[src/rtl/regfile_pkg.sv]
// Shared constants for the register-file writeback path: register geometry
// and the fixed requester index assignment.
package regfile_pkg;

    localparam int REG_ADDR_W = 5;
    localparam int REG_DATA_W = 128;
    localparam int NUM_REGS   = 32;

    localparam int REQ_ALU = 0;
    localparam int REQ_LSU = 1;
    localparam int REQ_AI  = 2;

endpackage

[src/rtl/rr_arbiter.sv]
// Combinational round-robin grant: the requester at ptr has top priority,
// then the search wraps upward modulo N. gnt is one-hot, or zero with no req.
module rr_arbiter #(
    parameter int N     = 3,
    parameter int PTR_W = (N > 1) ? $clog2(N) : 1
) (
    input  logic [N-1:0]     req,
    input  logic [PTR_W-1:0] ptr,
    output logic [N-1:0]     gnt
);

    logic found;
    int   idx;

    always_comb begin
        gnt   = '0;
        found = 1'b0;
        idx   = 0;
        for (int k = 0; k < N; k++) begin
            idx = (int'(ptr) + k) % N;
            if (!found && req[idx]) begin
                gnt[idx] = 1'b1;
                found    = 1'b1;
            end
        end
    end

endmodule

[src/rtl/regfile_wb_arbiter.sv]
// Arbitrates register-file writebacks between the ALU, LSU and AI unit and
// tracks pending destination registers in a busy scoreboard.
module regfile_wb_arbiter
    import regfile_pkg::*;
#(
    parameter int NUM_REQ = 3,
    parameter int DATA_W  = REG_DATA_W,
    parameter int ADDR_W  = REG_ADDR_W
) (
    input  logic                      clk,
    input  logic                      reset,
    input  logic [NUM_REQ-1:0]        wb_valid,
    input  logic [NUM_REQ*ADDR_W-1:0] wb_addr,
    input  logic [NUM_REQ*DATA_W-1:0] wb_data,
    output logic [NUM_REQ-1:0]        wb_ready,
    input  logic                      issue_valid,
    input  logic [ADDR_W-1:0]         issue_rd,
    input  logic [ADDR_W-1:0]         query_rs1,
    input  logic [ADDR_W-1:0]         query_rs2,
    output logic                      busy_rs1,
    output logic                      busy_rs2,
    output logic                      rf_reg_write,
    output logic [ADDR_W-1:0]         rf_write_reg,
    output logic [DATA_W-1:0]         rf_write_data
);

    localparam int PTR_W = (NUM_REQ > 1) ? $clog2(NUM_REQ) : 1;
    localparam int NREGS = 2 ** ADDR_W;

    // Handshake: requester i transfers at a rising edge where wb_valid[i] and
    // wb_ready[i] are both high; ready depends only on valid and the pointer.
    logic [PTR_W-1:0]  ptr;
    logic [NUM_REQ-1:0] gnt;
    logic [PTR_W-1:0]  gnt_idx;
    logic              xfer;
    logic [ADDR_W-1:0] sel_addr;
    logic [DATA_W-1:0] sel_data;
    logic [NREGS-1:0]  busy_q;
    logic [NREGS-1:0]  busy_d;

    rr_arbiter #(
        .N     (NUM_REQ),
        .PTR_W (PTR_W)
    ) u_rr_arbiter (
        .req (wb_valid),
        .ptr (ptr),
        .gnt (gnt)
    );

    assign wb_ready = gnt;
    assign xfer     = |gnt;

    always_comb begin
        gnt_idx = '0;
        for (int i = 0; i < NUM_REQ; i++) begin
            if (gnt[i]) gnt_idx = PTR_W'(i);
        end
    end

    assign sel_addr = wb_addr[gnt_idx*ADDR_W +: ADDR_W];
    assign sel_data = wb_data[gnt_idx*DATA_W +: DATA_W];

    // Set is applied after clear so a freshly issued producer stays pending.
    always_comb begin
        busy_d = busy_q;
        if (xfer && (sel_addr != '0)) busy_d[sel_addr] = 1'b0;
        if (issue_valid && (issue_rd != '0)) busy_d[issue_rd] = 1'b1;
        busy_d[0] = 1'b0;
    end

    always_ff @(posedge clk or posedge reset) begin
        if (reset) begin
            ptr           <= '0;
            busy_q        <= '0;
            rf_reg_write  <= 1'b0;
            rf_write_reg  <= '0;
            rf_write_data <= '0;
        end else begin
            busy_q       <= busy_d;
            rf_reg_write <= xfer && (sel_addr != '0);
            if (xfer) begin
                ptr           <= (gnt_idx == PTR_W'(NUM_REQ - 1)) ? '0 : gnt_idx + PTR_W'(1);
                rf_write_reg  <= sel_addr;
                rf_write_data <= sel_data;
            end
        end
    end

    assign busy_rs1 = busy_q[query_rs1];
    assign busy_rs2 = busy_q[query_rs2];

endmodule
[config.mk]
export PLATFORM = sky130hd
export DESIGN_NAME = regfile_wb_arbiter
export DESIGN_NICKNAME = d
export VERILOG_FILES = /design/src/rtl/regfile_pkg.sv /design/src/rtl/rr_arbiter.sv /design/src/rtl/regfile_wb_arbiter.sv
export SDC_FILE = /design/constraint.sdc
export NUM_CORES = 1
export LEC_CHECK = 0
export CORE_AREA = 2 2 216 218
export CTS_CLUSTER_SIZE = 10
export DETAILED_ROUTE_END_ITERATION = 6
export DIE_AREA = 0 0 218 220
export SYNTH_ARGS = -nofsm -noshare
export SYNTH_HDL_FRONTEND = slang
export SYNTH_SLANG_ARGS = --single-unit
[constraint.sdc]
create_clock -name clk -period 7.5 [get_ports clk]
set_input_delay 1.5 -clock clk [delete_from_list [all_inputs] [get_ports clk]]
set_output_delay 1.5 -clock clk [all_outputs]
set_load 0.01 [all_outputs]
==> impl_metrics.env <==
export IMPL_clock_sinks=167
export IMPL_drive_above_1_share=0.121
export IMPL_status="completed"
export IMPL_whs_endpoint="rf_write_data[15]"
export IMPL_h_tree_depth=4
export IMPL_r2r_start="ptr[0]"
export IMPL_vdd_ir_drop_max_v=0.000357
export IMPL_ys_top_cells_by_area="dfrtp_1 39%, nand2_1 10%, mux2_2 8.3%"
export IMPL_yosys_area_top_type="dfrtp_1"
export IMPL_post_place_cells=2281
export IMPL_hold_slack_ps=505
export IMPL_worst_slew_pin_transition_ps=1090
export IMPL_final_cells=2316
export IMPL_layout_min_cycle_time_ps=5610
export IMPL_grt_use_total=0.176
export IMPL_grt_antenna_before_repair=3
export IMPL_regToRegSetupSlack_ps=2920
export IMPL_io_buffers=558
export IMPL_post_drt_wl_per_cell_um=19.1
export IMPL_synth_top_cell_area_share=0.394
export IMPL_p_per_area_nw_per_um2=454
export IMPL_overflow=0
export IMPL_crit_type="input pin to output port"
export IMPL_path_clk_slew_ps=60
export IMPL_clock_latency_ps=450
export IMPL_die_area_um2=48000
export IMPL_via_per_inst=4.78
export IMPL_post_route_period_util=0.748
export IMPL_route_antenna_remaining_nets=0
export IMPL_crit_family="multiplexers"
export IMPL_yosysWarnings=0
export IMPL_core_um2=45900
export IMPL_drc_errors=0
export IMPL_p_leak_nw=7.05
export IMPL_min_path_type="flip-flop to flip-flop"
export IMPL_final_nets=2117
export IMPL_synthCells=1195
export IMPL_critPathLaunchType="input pin"
export IMPL_path_cells="clkdlybuf4s50_1 -> mux4_2 -> mux4_2 -> mux2_2 -> clkdlybuf4s50_1"
export IMPL_cts_tree="yes"
export IMPL_slowest_delay_ps=800
export IMPL_gp_congestion=0.865
export IMPL_syn_to_final_growth_pct=63.1
export IMPL_numCtsBuffers=17
export IMPL_grt_setup_unrepaired="no"
export IMPL_min_path_cells=1
export IMPL_grt_max_degree=91
export IMPL_dp_hpwl_mm=33.3
export IMPL_ys_seq_area_frac=0.394
export IMPL_cts_setup_buffers=0
export IMPL_ios=559
export IMPL_dp_slack_ps=1730
export IMPL_chipWidth_um=218
export IMPL_synth_compound_area_frac=0.148
export IMPL_synth_area_mux_share=0.203
export IMPL_start_util=0.231
export IMPL_cp_max_fo=9
export IMPL_grt_pass1_wl_mm=64.1
export IMPL_num_vias=11078
export IMPL_cpMaxStageDelayCell="clkdlybuf4s50_1"
export IMPL_final_setup_tns_ps=0
export IMPL_cts_root_buf="clkbuf_16"
export IMPL_async_reset_ff_frac=1.00
export IMPL_required_ps=6000
export IMPL_yosys_area_share_simple=0.200
export IMPL_final_max_slew_viol_count=0
export IMPL_skew_ps=10.5
export IMPL_fin_util=0.377
export IMPL_setup_violations=0
export IMPL_synthFlopType="dfrtp_1"
export IMPL_rows=79
export IMPL_wirelength_mm=44.1
export IMPL_drtIter0Drc=786
export IMPL_synth_edf_count=0
export IMPL_cp_end_kind="output port"
export IMPL_finalWorstSetupSlack_ps=1890
export IMPL_ctsHoldBuffers=0
export IMPL_slew_headroom=0.275
export IMPL_grt_pass1_vias=10970
export IMPL_synth_adder_area_share=0.00472
export IMPL_drv_cap=0
export IMPL_ys_seq_elements=167
export IMPL_largest_reg_flops=128
export IMPL_hold_start="rf_write_data[15]"
export IMPL_ctsLongestPathBuffers=2
export IMPL_r2r_cells=9
export IMPL_syn_nets=1619
export IMPL_synth_top_family_by_area="multiplexers"
export IMPL_cts_resized_gates=0
export IMPL_finalHoldViolCount=0
export IMPL_die_h_um=220
export IMPL_max_clock_freq_ghz=0.178
export IMPL_worstPathArrival_ps=4110
export IMPL_synth_area_per_cell_um2=8.87
export IMPL_syn_area_um2=10600
export IMPL_timing_rr_end="rf_write_data[48]"
export IMPL_critPathBufInv=2
export IMPL_synth_xor_area_share=0
export IMPL_first_pass_iters=6
export IMPL_ys_types=56
-- layout by cell type (no fill, tap or decap), types with 17 or more instances in the layout --
cell             instances
a31oi_1                134
clkdlybuf4s50_1        558
mux2_4                  57
nor2_1                 156
mux4_2                  18
dfrtp_1                167
clkbuf_16               17
nand2_1                288
inv_1                   29
mux2_2                  78
o21ai_0                 28
-- report_power, final --
part / internal (mW) / switching, mW / total, mW / leakage (nW)
Sequential: 1.39 / 0.262 / 1.66 / 1.91
Clock: 0.574 / 0.389 / 0.963 / 0.298
Combinational: 2.71 / 2.52 / 5.23 / 4.84
-- area by class of cell --
class / instances / area [um2]
antenna: 3 / 7.51
inverter: 31 / 124
clock inverter: 12 / 174
tap: 607 / 759
sequential: 167 / 4180
clock buffer: 20 / 457
fill: 4677 / 28600
timing repair buffer: 570 / 5680
multi-input combinational: 906 / 5910
-- metrics by stage --
| stage | area, um2 | total power [mW] |
|---|---|---|
| after detailed placement | 16600 | 6.95 |
| after global placement | 16600 | 6.88 |
| after CTS | 17300 | 7.96 |
| after floorplan | 10600 | 5.12 |
| after global routing | 17300 | 8.41 |
| final | 17300 | 7.85 |
-- synthesized netlist by cell type, types with 5 or more instances --
library cell / number
mux2_4: 57
dfrtp_1: 167
nor3_1: 7
buf_2: 10
nand2_1: 288
nand3b_1: 11
a31oi_1: 134
nand2b_1: 7
o21a_1: 5
o221ai_1: 10
a221o_1: 5
o21ai_0: 28
mux2_2: 78
nand3_1: 13
clkbuf_1: 70
a21oi_1: 13
o22ai_1: 7
nor4_1: 5
o31ai_1: 5
o2bb2ai_1: 5
inv_1: 30
buf_6: 7
nor2_1: 156
mux4_2: 18
-- per-layer routing --
metal  part of all wire  global-route usage  up-vias
li1                   -                   -     5217
met2               0.49               0.293      436
met4              0.027              0.0723        0
met3              0.073              0.0475       68
met5                  0                   0        -
met1               0.41               0.215     5357
-- worst max-delay path by stage --
stage                             end  cells after the start         start
floorplan                  busy_q[10]                      1         reset
global placement    rf_write_data[54]                      8   wb_valid[1]
detailed placement  rf_write_data[48]                      8   wb_valid[1]
CTS                          busy_rs2                      5  query_rs2[0]
global route                 busy_rs1                      5  query_rs1[0]
finish                       busy_rs2                      5  query_rs2[0]
-- kinds of logic after synthesis --
logic type,Yosys count
AOI/OAI and AO/OA,236
buffers and inverters,122
muxes,154
DFF,167
adders and majority gates,4
and+or+nand+nor,512
Note: power is estimated with default switching activity, not from simulation.
